==> config.mk <==
export PLATFORM = sky130hd
export DESIGN_NAME = mem_bus_ctrl
export DESIGN_NICKNAME = d
export VERILOG_FILES = /design/src/rtl/mem_bus_ctrl.sv
export SDC_FILE = /design/constraint.sdc
export NUM_CORES = 1
export LEC_CHECK = 0
export CAP_MARGIN = 20
export CELL_PAD_IN_SITES_DETAIL_PLACEMENT = 0
export CELL_PAD_IN_SITES_GLOBAL_PLACEMENT = 1
export CORE_MARGIN = 10
export CORE_UTILIZATION = 35
export DETAILED_ROUTE_END_ITERATION = 8
export GPL_TIMING_DRIVEN = 0
export HOLD_SLACK_MARGIN = 0.02
export PLACE_DENSITY_LB_ADDON = 0.1
export SLEW_MARGIN = 20
export SYNTH_ARGS = -nofsm -noshare
export SYNTH_HDL_FRONTEND = slang
export SYNTH_SLANG_ARGS = --single-unit
export TNS_END_PERCENT = 5
==> constraint.sdc <==
create_clock -name clk -period 4.5 [get_ports clk]
set_input_delay 0.675 -clock clk [delete_from_list [all_inputs] [get_ports clk]]
set_output_delay 0.675 -clock clk [all_outputs]
set_load 0.02 [all_outputs]
==> src/rtl/mem_bus_ctrl.sv <==
// Bus-cycle sequencer/arbiter for the test memory: DMA-priority grant in IDLE, then SETUP/PH1/GAP/PH2/DONE.
// Ack lands 2+2*PHASE_LEN edges after accept; requesters are held off (gnt low) until the FSM is back in IDLE.
module mem_bus_ctrl #(
  parameter int unsigned PHASE_LEN = 1
) (
  input  logic        clk,
  input  logic        rst_b,
  input  logic        cpu_req,
  input  logic        cpu_we,
  input  logic [15:0] cpu_addr,
  input  logic [7:0]  cpu_wdata,
  output logic        cpu_gnt,
  output logic        cpu_ack,
  output logic [7:0]  cpu_rdata,
  output logic        cpu_halt,
  input  logic        dma_req,
  input  logic [15:0] dma_addr,
  output logic        dma_gnt,
  output logic        dma_ack,
  output logic [7:0]  dma_rdata,
  output logic        phi1,
  output logic        phi2,
  output logic [15:0] mem_addr,
  output logic [7:0]  mem_data_in,
  output logic        mem_read_e,
  input  logic [7:0]  mem_data_out
);

  localparam logic [2:0] IDLE  = 3'd0;
  localparam logic [2:0] SETUP = 3'd1;
  localparam logic [2:0] PH1   = 3'd2;
  localparam logic [2:0] GAP   = 3'd3;
  localparam logic [2:0] PH2   = 3'd4;
  localparam logic [2:0] DONE  = 3'd5;

  localparam logic [3:0] PH_LAST = 4'(PHASE_LEN - 1);

  logic [2:0] state;
  logic [3:0] ph_cnt;
  logic       owner_dma;

  // The CPU is locked out while halted so the 6502 sees a clean handover.
  assign dma_gnt = (state == IDLE) & dma_req;
  assign cpu_gnt = (state == IDLE) & cpu_req & ~dma_req & ~cpu_halt;

  always_ff @(posedge clk or negedge rst_b) begin
    if (!rst_b) begin
      state       <= IDLE;
      ph_cnt      <= 4'd0;
      owner_dma   <= 1'b0;
      phi1        <= 1'b0;
      phi2        <= 1'b0;
      mem_addr    <= 16'h0000;
      mem_data_in <= 8'h00;
      mem_read_e  <= 1'b1;
      cpu_ack     <= 1'b0;
      dma_ack     <= 1'b0;
      cpu_rdata   <= 8'h00;
      dma_rdata   <= 8'h00;
      cpu_halt    <= 1'b0;
    end else begin
      cpu_ack  <= 1'b0;
      dma_ack  <= 1'b0;
      cpu_halt <= dma_req | (owner_dma & (state != IDLE));
      case (state)
        IDLE: begin
          if (dma_gnt) begin
            owner_dma  <= 1'b1;
            mem_addr   <= dma_addr;
            mem_read_e <= 1'b1;
            state      <= SETUP;
          end else if (cpu_gnt) begin
            owner_dma   <= 1'b0;
            mem_addr    <= cpu_addr;
            mem_read_e  <= ~cpu_we;
            mem_data_in <= cpu_wdata;
            state       <= SETUP;
          end
        end
        SETUP: begin
          phi1   <= 1'b1;
          ph_cnt <= PH_LAST;
          state  <= PH1;
        end
        PH1: begin
          if (ph_cnt == 4'd0) begin
            phi1  <= 1'b0;
            state <= GAP;
          end else begin
            ph_cnt <= ph_cnt - 4'd1;
          end
        end
        GAP: begin
          phi2   <= 1'b1;
          ph_cnt <= PH_LAST;
          state  <= PH2;
        end
        PH2: begin
          if (ph_cnt == 4'd0) begin
            phi2  <= 1'b0;
            state <= DONE;
            // Memory latched its output on the phi2 rise, so it is settled by this edge.
            if (owner_dma) begin
              dma_ack <= 1'b1;
              if (mem_read_e) dma_rdata <= mem_data_out;
            end else begin
              cpu_ack <= 1'b1;
              if (mem_read_e) cpu_rdata <= mem_data_out;
            end
          end else begin
            ph_cnt <= ph_cnt - 4'd1;
          end
        end
        DONE:    state <= IDLE;
        default: state <= IDLE;
      endcase
    end
  end

endmodule

==> run metrics <==
status complete, no violations; DRC Markers 0; worst-margin pin slew 0.690 ns; VDD IR max 0.000227 V; DRT met1 WL 2.95 mm; clock period minus worst slack 3.02 ns; Top FF cell, synth dfrtp_1; Gates resized, CTS repair 0; Synth top area share 53.5%; PortBufs 100; drt first pass iters 4; drt first-iter violations 68; share of the yosys chip area belonging to registers 54.5%; Post-Route WL 6.35 mm; post-detail-place hpwl 4.93 mm; Finished Layout Cells 405; metal3 WL 485 um; max_slew headroom 54.0%; pwr dens 644 nW/um2; Final Cycle Share 67.1%; fraction of registers with async set/reset 100%; clock buffer depth 2; final setup fails 0; DIE WIDTH 104 um; initial core utilization 36.3%; antenna cells 0; wire length on met2 2.88 mm; Total Negative Setup Slacks 0 ns; clk_skew 0.00361 ns; total gr overflow 0; Hold Path Class primary input to asynchronous set/reset pin; clock tree sinks 54; CTS tree done; Gate Count Post-Synth 201; syn_nets 256; CP cell instances clkdlybuf4s50_1, and2_1, buf_6, buf_6, clkdlybuf4s50_1; Syn Area/Cell 12.3 um2; final net count 363; delay of the slowest critical-path stage 0.63 ns; cts bufs inserted 5; largest cells by area after synthesis dfrtp_1, mux2_4, mux2i_1, mux2_1, o21ai_1; first-pass GRT wire length 10.5 mm; commonest cells after routing, fill and taps aside clkdlybuf4s50_1, dfrtp_1, nand2_1, o21ai_1; Rows 30; worst endpoint required time 3.83 ns; crit-path max FO 10; RSZ-0062 raised after global routing false; core box area 6830 um2; initial antenna violation count 0; Setup crit start kind primary input; CP Capture Type primary output; Final Max Slew Viols 0; cells on worst reg2reg path 7; Ys Warns 0; largest net degree at the start of global routing 55; final hold vios 0; Net Sw Power 908 uW; Post-synth EDFFs 0; Int Pwr 1.47 mW; H-Tree Depth 2; Clock Power Share 11.6%; Flop pwr share 34.5%; CTS Hold Bufs 0; Yosys top cell by area dfrtp_1; Netlist cell types 43; Comb power frac 53.9%; fmax 0.331 GHz; Clk Latency, worst-skew pair 0.30 ns; Routed wire per std cell 15.7 um; critical path class primary input to primary output; Mapped Area 2480 um2; Sw Ratio 38.2%; share of layout cells above drive strength 1 11.7%; Max Cap Viol 0; clock transition at the registers of the reported paths 0.09 ns; Die Y 104 um; Tot GR Track Use 11.7%; Root Driver clkbuf_8; Antenna Nets Post-Route 0; Critical-path top delay cell clkdlybuf4s50_1; top sig layer met4; die area 10,900 um2; most common cell after layout, fill and taps aside clkdlybuf4s50_1; area delta synth->final 48.8%; setup bufs post-CTS 0; number of global-route vias before repair 1,911; final RePlAce weighted congestion 0.767; placed cells 397; Lkg Pwr 1.57 nW; CP arrival 2.34 ns; #FFs+latches synth 54; via count 1,883; Vias/cell 4.65; Top-Level Pins 101
Yosys cell counts (2+ instances only):
cell type and count:
dfrtp_1 53, nand2_1 20, o21ai_1 17, mux2_4 16
mux2i_1 16, nor2_1 10, a21oi_1 8, mux2_1 8
clkbuf_1 5, inv_1 4, buf_6 3, nor2b_1 3
a32oi_1 2, and2_1 2, and3_1 2, ha_1 2
nor3b_1 2, o211ai_1 2, o41ai_1 2
critical path: cells and delay by family:
family	cells	cell delay, ns
AND/OR/NAND/NOR	1	0.15
buffers and inverters	4	1.51
area by class of cell:
class / instances / area, um2
fill: 607 / 3140
clock buffer: 7 / 86.3
sequential: 54 / 1350
clock inverter: 1 / 5.00
buffer: 10 / 61.3
tap: 96 / 120
timing repair buffer: 100 / 998
multi-input combinational: 133 / 1050
inverter: 4 / 15.0
through the flow:
step                power [mW]  hold slack, ns  util, %  cell area [um2]  setup WS, ns
floorplan                 1.54           0.379        -             2480          2.58
global route              2.54           0.464     54.0             3690          1.41
detailed placement        2.14           0.474     52.7             3600          1.46
finish                    2.38           0.419     54.0             3690          1.48
CTS                       2.42           0.436     54.0             3690          1.46
global placement          2.12           0.466     52.7             3600          1.00
registers in the layout (all words and copies together), names as in the netlist, 3 cells and up:
| name | cells |
|---|---|
| mem_addr | 16 |
| mem_data_in | 8 |
| ph_cnt | 4 |
| cpu_rdata | 8 |
| state | 3 |
| dma_rdata | 8 |
cell families after synthesis:
kind of cell               after synthesis  synth area share [%]
adders and majority gates                2                  1.01
and+or+nand+nor                         49                  11.0
DFF                                     54                  54.5
buffers and inverters                   14                  3.08
AOI/OAI and AO/OA                       40                  9.93
xor gates and xnor gates                 2                 0.706
muxes                                   40                  19.8
path summary, 6_finish.rpt:
path                                       startpoint  slack (ns)                          to
hold reg to reg            mem_data_in[0]$_DFFE_PN0P_        0.49  mem_data_in[0]$_DFFE_PN0P_
hold / removal                                  rst_b        0.42    cpu_rdata[2]$_DFFE_PN0P_
setup / recovery                              dma_req        1.48                     dma_gnt
min in group clk           mem_data_in[0]$_DFFE_PN0P_        0.49  mem_data_in[0]$_DFFE_PN0P_
setup reg to reg                ph_cnt[0]$_DFFE_PN0P_        2.38    dma_rdata[6]$_DFFE_PN0P_
max in group asynchronous                       rst_b        3.64     mem_addr[4]$_DFFE_PN0P_
per-layer routing:
layer / vias up / global-route usage (%)
met4: 0 / 2.39
met1: 887 / 14.9
li1: 924 / -
met5: - / 0
met2: 68 / 18.1
met3: 4 / 4.71
power by group through the flow:
stage | logic (mW) | registers (mW) | clock network, mW
after floorplan | 0.481 | 1.06 | 0
after global placement | 1.30 | 0.827 | 0
after detailed placement | 1.30 | 0.830 | 0
after CTS | 1.31 | 0.821 | 0.289
after global routing | 1.38 | 0.852 | 0.309
final | 1.28 | 0.820 | 0.276
No activity file was read; power rests on OpenSTA's default activity.
